[src/rtl/rcu_adaptive.sv]
// Registered route-compute unit for one input port of a 3D mesh router: Z-first, credit-adaptive
// X/Y, debounced UP/DOWN fault status with fixed backup ports, and a saturating DROP counter.
package rcu_pkg;
   localparam int COORD_W = 4;

   typedef struct packed {
      logic [COORD_W-1:0] z;
      logic [COORD_W-1:0] y;
      logic [COORD_W-1:0] x;
   } position_t;

   // EAST=+X, NORTH=+Y, UP=+Z
   typedef enum logic [2:0] {
      P_LOCAL = 3'd0,
      P_EAST  = 3'd1,
      P_WEST  = 3'd2,
      P_NORTH = 3'd3,
      P_SOUTH = 3'd4,
      P_UP    = 3'd5,
      P_DOWN  = 3'd6,
      P_DROP  = 3'd7
   } port_t;
endpackage

module rcu_adaptive
   import rcu_pkg::*;
#(
   parameter int        MESH_WIDTH    = 2,
   parameter int        MESH_HEIGHT   = 2,
   parameter int        MESH_DEPTH    = 2,
   parameter position_t THIS_POS      = '0,
   parameter bit        ADAPTIVE      = 1'b1,
   parameter int        CRED_W        = 3,
   parameter int        FAULT_PERSIST = 4,
   parameter int        DROP_CNT_W    = 8
) (
   input  logic                   clk,
   input  logic                   rst_n,
   input  logic                   in_valid_i,
   output logic                   in_ready_o,
   input  port_t                  in_inport_i,
   input  position_t              in_dest_i,
   input  logic                   up_fault_raw_i,
   input  logic                   dn_fault_raw_i,
   input  logic [3:0][CRED_W-1:0] credit_i,
   output logic                   route_valid_o,
   output port_t                  route_port_o,
   input  logic                   route_ack_i,
   input  logic                   pkt_done_i,
   output logic                   up_faulty_o,
   output logic                   dn_faulty_o,
   output logic [DROP_CNT_W-1:0]  drop_cnt_o
);
   localparam int XW = $clog2((MESH_WIDTH  > 2) ? MESH_WIDTH  : 2);
   localparam int YW = $clog2((MESH_HEIGHT > 2) ? MESH_HEIGHT : 2);
   localparam int ZW = $clog2((MESH_DEPTH  > 2) ? MESH_DEPTH  : 2);
   localparam int CW = $clog2(FAULT_PERSIST + 1);
   localparam logic [CW-1:0] PERSIST = CW'(FAULT_PERSIST);

   localparam bit ON_WEST  = (THIS_POS.x == '0);
   localparam bit ON_EAST  = (int'(THIS_POS.x) == MESH_WIDTH - 1);
   localparam bit ON_SOUTH = (THIS_POS.y == '0);
   localparam bit ON_NORTH = (int'(THIS_POS.y) == MESH_HEIGHT - 1);

   typedef enum logic [1:0] {S_IDLE, S_COMPUTE, S_OFFER, S_HOLD} state_t;

   state_t                  state_q, state_d;
   port_t                   port_q, port_d;
   logic [DROP_CNT_W-1:0]   drop_q, drop_d;
   logic [1:0]              faulty_q, faulty_d;
   logic [1:0][CW-1:0]      fcnt_q, fcnt_d;

   logic [XW-1:0]           dest_x_q;
   logic [YW-1:0]           dest_y_q;
   logic [ZW-1:0]           dest_z_q;
   port_t                   inport_q;

   logic [XW:0]             dx;
   logic [YW:0]             dy;
   logic [ZW:0]             dz;
   port_t                   backup, xport, yport, route_c;
   logic [CRED_W-1:0]       cred_x, cred_y;
   logic [1:0]              raw;
   logic                    unused_dest;

   // Coordinates wider than the mesh needs are deliberately ignored.
   assign unused_dest = ^in_dest_i;

   always_ff @(posedge clk or negedge rst_n) begin
      if (!rst_n) begin
         dest_x_q <= '0;
         dest_y_q <= '0;
         dest_z_q <= '0;
         inport_q <= P_LOCAL;
      end else if (state_q == S_IDLE && in_valid_i) begin
         dest_x_q <= in_dest_i.x[XW-1:0];
         dest_y_q <= in_dest_i.y[YW-1:0];
         dest_z_q <= in_dest_i.z[ZW-1:0];
         inport_q <= in_inport_i;
      end
   end

   assign dx = {1'b0, dest_x_q} - {1'b0, THIS_POS.x[XW-1:0]};
   assign dy = {1'b0, dest_y_q} - {1'b0, THIS_POS.y[YW-1:0]};
   assign dz = {1'b0, dest_z_q} - {1'b0, THIS_POS.z[ZW-1:0]};

   // Backup output used when the productive Z link is faulty; depends only on arrival port.
   always_comb begin
      backup = P_EAST;
      case (inport_q)
         P_EAST: begin
            if (ON_WEST && MESH_HEIGHT == 1) backup = P_DROP;
            else if (ON_WEST && ON_NORTH)    backup = P_SOUTH;
            else if (ON_WEST)                backup = P_NORTH;
            else                             backup = P_WEST;
         end
         P_SOUTH: backup = ON_NORTH ? P_SOUTH : P_NORTH;
         P_NORTH: backup = ON_SOUTH ? P_DROP  : P_SOUTH;
         default: begin
            if (MESH_WIDTH == 1) begin
               if (MESH_HEIGHT == 1) backup = P_DROP;
               else if (ON_NORTH)    backup = P_SOUTH;
               else                  backup = P_NORTH;
            end else begin
               backup = ON_EAST ? P_WEST : P_EAST;
            end
         end
      endcase
   end

   always_comb begin
      xport  = dx[XW] ? P_WEST : P_EAST;
      yport  = dy[YW] ? P_SOUTH : P_NORTH;
      cred_x = dx[XW] ? credit_i[1] : credit_i[0];
      cred_y = dy[YW] ? credit_i[3] : credit_i[2];
      route_c = P_LOCAL;
      if (|dz) begin
         if (dz[ZW]) route_c = faulty_q[1] ? backup : P_DOWN;
         else        route_c = faulty_q[0] ? backup : P_UP;
      end else if ((|dx) && (|dy) && ADAPTIVE) begin
         route_c = (cred_y > cred_x) ? yport : xport;
      end else if (|dx) begin
         route_c = xport;
      end else if (|dy) begin
         route_c = yport;
      end
   end

   // Debounce: bit 0 is UP, bit 1 is DOWN.
   assign raw = {dn_fault_raw_i, up_fault_raw_i};

   always_comb begin
      faulty_d = faulty_q;
      fcnt_d   = fcnt_q;
      for (int i = 0; i < 2; i++) begin
         if (raw[i] == faulty_q[i]) begin
            fcnt_d[i] = '0;
         end else if (fcnt_q[i] + 1'b1 == PERSIST) begin
            faulty_d[i] = ~faulty_q[i];
            fcnt_d[i]   = '0;
         end else begin
            fcnt_d[i] = fcnt_q[i] + 1'b1;
         end
      end
   end

   always_comb begin
      port_d = (state_q == S_COMPUTE) ? route_c : port_q;
      drop_d = drop_q;
      if (state_q == S_OFFER && route_ack_i && port_q == P_DROP && drop_q != '1)
         drop_d = drop_q + 1'b1;
   end

   always_ff @(posedge clk or negedge rst_n) begin
      if (!rst_n) begin
         state_q  <= S_IDLE;
         port_q   <= P_LOCAL;
         drop_q   <= '0;
         faulty_q <= '0;
         fcnt_q   <= '0;
      end else begin
         state_q  <= state_d;
         port_q   <= port_d;
         drop_q   <= drop_d;
         faulty_q <= faulty_d;
         fcnt_q   <= fcnt_d;
      end
   end

   always_comb begin
      state_d = state_q;
      case (state_q)
         S_IDLE:    if (in_valid_i)  state_d = S_COMPUTE;
         S_COMPUTE:                  state_d = S_OFFER;
         S_OFFER:   if (route_ack_i) state_d = S_HOLD;
         S_HOLD:    if (pkt_done_i)  state_d = S_IDLE;
         default:                    state_d = S_IDLE;
      endcase
   end

   always_comb begin
      in_ready_o    = (state_q == S_IDLE);
      route_valid_o = (state_q == S_OFFER);
      route_port_o  = port_q;
      up_faulty_o   = faulty_q[0];
      dn_faulty_o   = faulty_q[1];
      drop_cnt_o    = drop_q;
   end

endmodule

[config.mk]
export PLATFORM = sky130hd
export DESIGN_NAME = rcu_adaptive
export DESIGN_NICKNAME = d
export VERILOG_FILES = /design/src/rtl/rcu_adaptive.sv
export SDC_FILE = /design/constraint.sdc
export NUM_CORES = 1
export LEC_CHECK = 0
export ABC_AREA = 1
export CORE_ASPECT_RATIO = 1.4
export CORE_MARGIN = 5
export CORE_UTILIZATION = 41
export DETAILED_ROUTE_END_ITERATION = 6
export DONT_BUFFER_PORTS = 1
export PLACE_DENSITY = 0.61
export SYNTH_ARGS = -nofsm -noshare
export SYNTH_HDL_FRONTEND = slang
export SYNTH_SLANG_ARGS = --single-unit
[constraint.sdc]
create_clock -name clk -period 1.6 [get_ports clk]
set_input_delay 0.32 -clock clk [delete_from_list [all_inputs] [get_ports clk]]
set_output_delay 0.32 -clock clk [all_outputs]
set_load 0.02 [all_outputs]
== Yosys cells after proc, flatten, opt, wreduce, memory -nomap -nowiden ==
Cells that the tools add are included.
Widths: inputs -> output; s select.

* Register bits after elaboration: 27
* Input bits: 34
* Output and inout bits: 15
* Word-level logic and storage cells: 59

* Add/sub/neg operators: 3
* Magnitude comparators: 1
* Equal/unequal tests: 15
* Mux-type cells: 15
* Bitwise operators: 4
* Reductions and logical operators: 10

{| class="wikitable"
|+ Operators with widths
! operator !! number
|-
| $mux 3 || 6
|-
| $mux 2 || 7
|-
| $eq 3x3->1 const B || 4
|-
| $add 8x1->8 const B || 1
|-
| $ne 8x8->1 const B || 1
|-
| $pmux 2 s4 || 1
|-
| $add 3x1->3 const B || 2
|-
| $pmux 3 s2 || 1
|-
| $logic_and 1x1->1 || 5
|-
| $eq 2x2->1 const B || 2
|-
| $ne 2x2->1 const B || 2
|-
| $not 1->1 || 4
|-
| $reduce_and 2->1 || 2
|-
| $eq 3x1->1 const B || 1
|-
| $eq 3x2->1 const B || 1
|-
| $gt 3x3->1 || 1
|-
| $reduce_and 3->1 || 1
|-
| $eq 1x1->1 || 2
|-
| $eq 2x1->1 const B || 1
|-
| $logic_not 2->1 || 1
|-
| $ne 2x1->1 const B || 1
|-
| $reduce_or 2->1 || 1
|}

== Longest topological paths before layout ==
Gate-level depths: netlist of the first run.

* Depth in word-level cells: 5
* Mapped depth: 9
* Depth with buffers taken out: 9

== Worst setup path after synthesis of the first run ==
Ideal clock, no wire load.

* Path type: flip-flop to flip-flop
* From: reg drop_q[1] (netlist: drop_cnt_o[1])
* To: reg drop_q[5] (netlist: drop_cnt_o[5])
* Data arrival time: 1.320 ns
* Required time: 1.474 ns
* Slack: 0.154 ns
* Stages on the path, launching flop included: 8
* Cell sequence: dfrtp_1 ha_1 nand3_1 nor2_2 nand3_1 nand2_2 buf_6 o21ai_0

* Longest elaborated chain between the ends: 2
* Elaborated cells between the ends (all ways): 3

{| class="wikitable"
|+ RTL lines
! element !! line !! source
|-
| from (decl) || 69 || <nowiki>logic [DROP_CNT_W-1:0] drop_q, drop_d;</nowiki>
|-
| from (signal assigned) || 184 || <nowiki>drop_q <= drop_d;</nowiki>
|-
| branches (longest 2 deep; another with $add 8x1->8) || -- ||
|}

Several ways; the timed one is not identified.
A chain may end at the register's enable or synchronous reset.

== Worst setup path after layout of the first run ==
* From: reg state_q[0]
* To: out route_valid_o

* Longest elaborated chain between the ends: 1

{| class="wikitable"
|+ RTL lines
! element !! line !! source
|-
| from (decl) || 67 || <nowiki>state_t state_q, state_d;</nowiki>
|-
| from (signal assigned) || 182 || <nowiki>state_q <= state_d;</nowiki>
|-
| $eq 2x2->1 || 203 || <nowiki>route_valid_o = (state_q == S_OFFER);</nowiki>
|-
| to (decl) || 46 || <nowiki>output logic route_valid_o,</nowiki>
|}

Every way passes these cells.

==> out/summary.txt, run 1 <==
status - completed
sequential share of the synthesized area - 47.96%
antenna violations before repair - 0
top-count cell post-synth - nand2_1
setup TNS - 0 ps
gr busiest metal - met2
IO Port Bufs - 0
drt pass-1 iters - 6
Tmin final - 1497 ps
I/O pins - 49
wire per inst - 13.00 um
Initial Util - 42.09%
vias in the first global route - 1120
Netlist cell types - 18
H-tree Lvls - 1
Final Skew - 7.118 ps
number of synthesized flops with an enable pin - 0
GR Overflow Total - 0
final count of negative-setup-slack endpoints - 0
Worst-path clk slew - 100 ps
top cells by area, synth - dfrtp_1 (48%), ha_1 (11%), nand2_1 (9.6%)
leakage dissipation - 0.7991 nW
worst path arrival time - 1180 ps
Post-synth ARST share - 100.0%
met3 Use GR - 3.740%
Ys Warns - 0
gr usage total - 12.91%
Placement Setup Slack - 93.86 ps
first-pass GRT wire length - 4.636 mm
top_reg_cell synth - dfrtp_1
Routed WL - 2.768 mm
cell taking the most area after synthesis - dfrtp_1
Avg Inst Size Synth - 8.861 sq um
Setup WS post-layout - 103.3 ps
Placer Congestion - 0.8151
most frequent cells after synthesis - nand2_1 (36), dfrtp_1 (27), inv_1 (24)
Slew headroom - 76.83%
CTS tree - done
Core Area - 0.003347 sq mm
PD cells - 1552 mW/mm^2
layout net count - 220
final core utilization - 48.15%
Peak supply drop - 0.8458 mV
Clock Sinks - 27
routed via count - 1036
Tcrit/Tclk final - 93.54%
1st-iter DRT viols - 42
Final Hold Viols - 0
Post-Syn Instances - 159
Synth Cell Area - 0.001409 sq mm
die width - 59.54 um
worst slew pin tran - 347.6 ps
hold crit path type - input pin to flip-flop
DRC Markers - 0
largest net degree at the start of global routing - 28
Pins Over Slew Limit - 0
syn_nets - 205
met1 GRT Util - 12.45%
Startpoint Class - flip-flop
Area Overhead vs Synth - 14.39%
# rows - 25
die area - 0.004725 sq mm
crit path max fanout - 4
area fraction of the dominant cell type after synthesis - 47.96%
unrepaired setup endpoints after global routing - false
met2 Resource Use GR - 24.40%
Clock Latency Late Sink - 270 ps
clk buf depth - 2
Area after DPL - 0.001508 sq mm
CTS root buf - clkbuf_8
total power - 2.501 mW
#FFs+latches synth - 27
Crit path required time - 1280 ps
CP endpoint kind - primary output
share of layout cells above drive strength 1 - 11.56%
Routed Antenna Nets - 0
Final Cell Area - 0.001612 sq mm
ant diodes - 0
f_max - 668.1 MHz
total CTS buffers - 3
Max-Cap Viols - 0
Vias/cell - 4.864
Detail Placement HPWL - 2.216 mm
die height - 79.36 um
Crit Path Category - flip-flop to primary output
==> report_power, final <==
part           switching (mW)  total [mW]  internal [mW]  leakage (nW)
registers               0.280        1.20          0.925         0.335
clock network           0.214       0.389          0.175        0.0255
logic                   0.507       0.908          0.400         0.439
==> routing by layer <==
layer	share of wire, %	routed length [um]	vias up
li1	-	-	526
met3	6.7	185	4
met4	1.5	41	0
met1	37	1033	483
met5	0	0	-
met2	54	1507	23
==> registers in the layout (all words and copies together) (netlist names) <==
| register | count |
|---|---|
| drop_cnt_o | 8 |
| faulty_q | 2 |
| dest_z_q | 1 |
| dest_x_q | 1 |
| fcnt_q | 6 |
| route_port_o | 3 |
| dest_y_q | 1 |
| inport_q | 3 |
| state_q | 2 |
==> per-stage QoR <==
step / hold slack [ps] / cells
floorplan: 24.41 / 159
global placement: 25.40 / 206
detailed placement: 25.30 / 206
CTS: 152.9 / 212
global route: 160.2 / 213
finish: 156.9 / 213
==> worst max-delay path, cell delays in order, from the launching register on <==
cell	delay, ps
dfrtp_1	410
inv_1	80
ha_1	240
buf_4	170
==> what timing repair did <==
action                                  in CTS  in global routing
hold buffers                                 2                  0
setup buffers                                0                  1
endpoints found under the hold margin       27                  0
gates resized for setup                      0                  2
endpoints found under the setup margin       0                  5
==> area by class of cell <==
class | count | area, sq um
Clock inverter | 1 | 5.005
Sequential cell | 27 | 675.6
Inverter | 24 | 90.09
Multi-Input combinational cell | 107 | 639.4
Tap cell | 40 | 50.05
Fill cell | 320 | 1735
Timing Repair Buffer | 11 | 110.1
Clock buffer | 3 | 41.29
==> cell usage in the layout, fill, tap and decap left out <==
master	netlist	final
nand2_1	36	36
dfrtp_1	27	27
inv_1	24	24
ha_1	12	12
nor2_1	12	11
o21ai_0	10	10
buf_4	0	8
xnor2_1	7	7
a21oi_1	7	7
nor3_1	6	6
nand3_1	6	6
xor2_1	3	3
mux2_2	3	3
clkbuf_8	0	3
nor2_2	1	2
buf_12	0	2
nand2_4	0	1
o221ai_1	1	1
a31oi_1	1	1
nand3b_1	1	1
clkinv_2	0	1
dlygate4sd3_1	0	1
==> worst paths after layout <==
kind | start | end | slack [ps] | cells past startpoint
hold reg to reg | fcnt_q[0]$_DFF_PN0_ | fcnt_q[0]$_DFF_PN0_ | 490 | 1
setup reg to reg | state_q[0]$_DFFE_PN0P_ | drop_cnt_o[0]$_DFFE_PN0P_ | 140 | 7
max in group asynchronous | rst_n | inport_q[0]$_DFFE_PN0P_ | 960 | 2
setup / recovery | state_q[0]$_DFFE_PN0P_ | route_valid_o | 100 | 3
min in group asynchronous | rst_n | drop_cnt_o[4]$_DFFE_PN0P_ | 480 | 2
hold / removal | dn_fault_raw_i | faulty_q[1]$_DFFE_PN0P_ | 160 | 2
==> kinds of logic (layout without fill, tap and decap cells) <==
kind of cell	after synthesis	after routing	synth area share [%]
AND/OR/NAND/NOR	63	63	18.47
flip-flops	27	27	47.96
buffers and inverters	25	39	7.194
AO/OA/AOI/OAI	19	19	7.105
adder cells (fa/ha/maj)	12	12	10.66
XOR/XNOR	10	10	6.217
multiplexers	3	3	2.398
No activity file was read; power rests on OpenSTA's default activity.
==> inputs of run 2 (changes only) <==
Settings changed: PLACE_DENSITY 0.61 to unset, REMOVE_ABC_BUFFERS set to 1.
==> run 2 against run 1 <==
  * Die area did not move
  * Largest cell class unchanged
  * Register-to-register slack is essentially flat
  * Sequential power is essentially flat
  * Sequential share of layout area up 0.59 points
  * Core utilization is 0.67 points lower
  * Final area is 1.4% lower
  * Non-clock buffer count decreased by 1
  * Via count rose by 2.6%
==> out/summary.txt, run 2 (synthesized netlist as in run 1, its figures left out) <==
status - completed
Initial Util - 42.09%
most frequent cells in the layout - nand2_1 (36), dfrtp_1 (27), inv_1 (24)
Final Hold Viols - 0
routed via count - 1063
CP endpoint kind - flip-flop
Hold Crit Depth - 2
Placement Setup Slack - 80.77 ps
reg2reg start - drop_cnt_o[0]$_DFFE_PN0P_
H-tree Lvls - 1
die area - 0.004725 sq mm
Tcrit/Tclk final - 92.13%
vias in the first global route - 1091
Finished Layout Cells - 212
Final Skew - 3.547 ps
Detail Placement HPWL - 2.132 mm
ant diodes - 0
max reg flops - 8
hold crit path type - input pin to flip-flop
Area Overhead vs Synth - 12.79%
unrepaired setup endpoints after global routing - false
worst path bufs/invs - 1
hold_sp - dn_fault_raw_i
Routed Antenna Nets - 0
antenna violations before repair - 0
layout net count - 219
CTS root buf - clkbuf_8
Final Cell Area - 0.001589 sq mm
clk buf depth - 2
1st-iter DRT viols - 34
Vias/cell - 5.014
R2R depth - 8
GR Overflow Total - 0
worst r2r dst - drop_cnt_o[7]$_DFFE_PN0P_
first-pass GRT wire length - 4.629 mm
Clock Latency Late Sink - 270 ps
setup TNS - 0 ps
share of layout cells above drive strength 1 - 10.47%
Hold EP - faulty_q[1]$_DFFE_PN0P_
leading cell type in the layout, fill and taps excluded - nand2_1
slowest CP cell - dfrtp_1
leakage dissipation - 0.7893 nW
worst reg2reg setup slack - 130 ps
# rows - 25
final count of negative-setup-slack endpoints - 0
IO Port Bufs - 0
Worst-path clk slew - 90 ps
largest net degree at the start of global routing - 28
number of buffers added for setup after CTS - 0
Slew headroom - 78.62%
total CTS buffers - 3
crit path max fanout - 12
Layout fillers - 321
Clock Sinks - 27
Crit path required time - 1760 ps
I/O pins - 49
Startpoint Class - flip-flop
worst slew pin tran - 320.6 ps
Placed Instances - 206
CTS tree - done
Crit Path Category - flip-flop to flip-flop
Area after DPL - 0.001508 sq mm
Max-Cap Viols - 0
PD cells - 1553 mW/mm^2
wire per inst - 12.84 um
DRC Markers - 0
drt pass-1 iters - 4
die width - 59.54 um
Pins Over Slew Limit - 0
worst path arrival time - 1640 ps
Peak supply drop - 0.8704 mV
Sequential Area - 675.6 sq um
gr usage total - 12.59%
die height - 79.36 um
max incr delay on CP - 360 ps
kind of cell adding the most delay to the critical path - simple AND/OR/NAND/NOR gates
f_max - 678.4 MHz
Core Area - 0.003347 sq mm
Placer Congestion - 0.7621
crit-path cells - ha_1 -> nand3_1 -> nor2_2 -> nand3_1 -> nand2_4 -> inv_1 -> nand2_1 -> nand2_1
Routed WL - 2.723 mm
Setup WS post-layout - 125.9 ps
footprint of the multi-input gates - 636.9 sq um
Tmin final - 1474 ps
[run 2: cell count changes in the layout (fill, tap and decap cells not counted), sizes merged]
cell	before	now
buf	10	9
[run 2: how the worst max path moves through the flow]
stage	startpoint	to	slack [ps]	depth (start not counted)
finish	drop_cnt_o[0]$_DFFE_PN0P_	drop_cnt_o[7]$_DFFE_PN0P_	130	8
global route	drop_cnt_o[0]$_DFFE_PN0P_	drop_cnt_o[7]$_DFFE_PN0P_	7	8
detailed placement	drop_cnt_o[0]$_DFFE_PN0P_	drop_cnt_o[7]$_DFFE_PN0P_	80	8
floorplan	drop_cnt_o[1]$_DFFE_PN0P_	drop_cnt_o[7]$_DFFE_PN0P_	100	8
global placement	drop_cnt_o[0]$_DFFE_PN0P_	drop_cnt_o[7]$_DFFE_PN0P_	130	8
CTS	drop_cnt_o[0]$_DFFE_PN0P_	drop_cnt_o[7]$_DFFE_PN0P_	60	8
[run 2: stage by stage]
| stage | power, mW | hold WS (ps) | utilization [%] |
|---|---|---|---|
| final | 2.467 | 165.8 | 47.48 |
| after global routing | 2.699 | 168.1 | 47.48 |
| after CTS | 2.505 | 160.7 | 47.33 |
| after detailed placement | 2.090 | 25.28 | 45.05 |
| after global placement | 2.028 | 25.35 | 45.05 |
| after floorplan | 1.834 | 24.41 | - |
[run 2: timing repair]
item,CTS,global route
endpoints found under the hold margin,27,0
resized for setup,0,1
setup endpoints to repair,0,4
hold buffers,2,0
[run 2: area by class of cell]
type / instances / area share (%)
Sequential cell: 27 / 42.52
Multi-Input combinational cell: 107 / 40.08
Timing Repair Buffer: 10 / 5.669
Inverter: 24 / 5.669
Tap cell: 40 / 3.150
Clock buffer: 3 / 2.598
Clock inverter: 1 / 0.3150
[run 2: metal layers]
| layer | GRT usage, % | share of wire (%) |
|---|---|---|
| met5 | 0 | 0 |
| met4 | 4.213 | 0.88 |
| met3 | 3.740 | 8.0 |
| met2 | 21.88 | 51 |
| met1 | 14.33 | 40 |
[run 2: power by group]
group          internal [mW]  switching (mW)  leakage [nW]  total (mW)
combinational          0.386           0.502         0.429       0.888
sequential             0.925           0.272         0.335        1.20
clock                  0.174           0.207        0.0255       0.382
total                   1.49           0.982         0.789        2.47
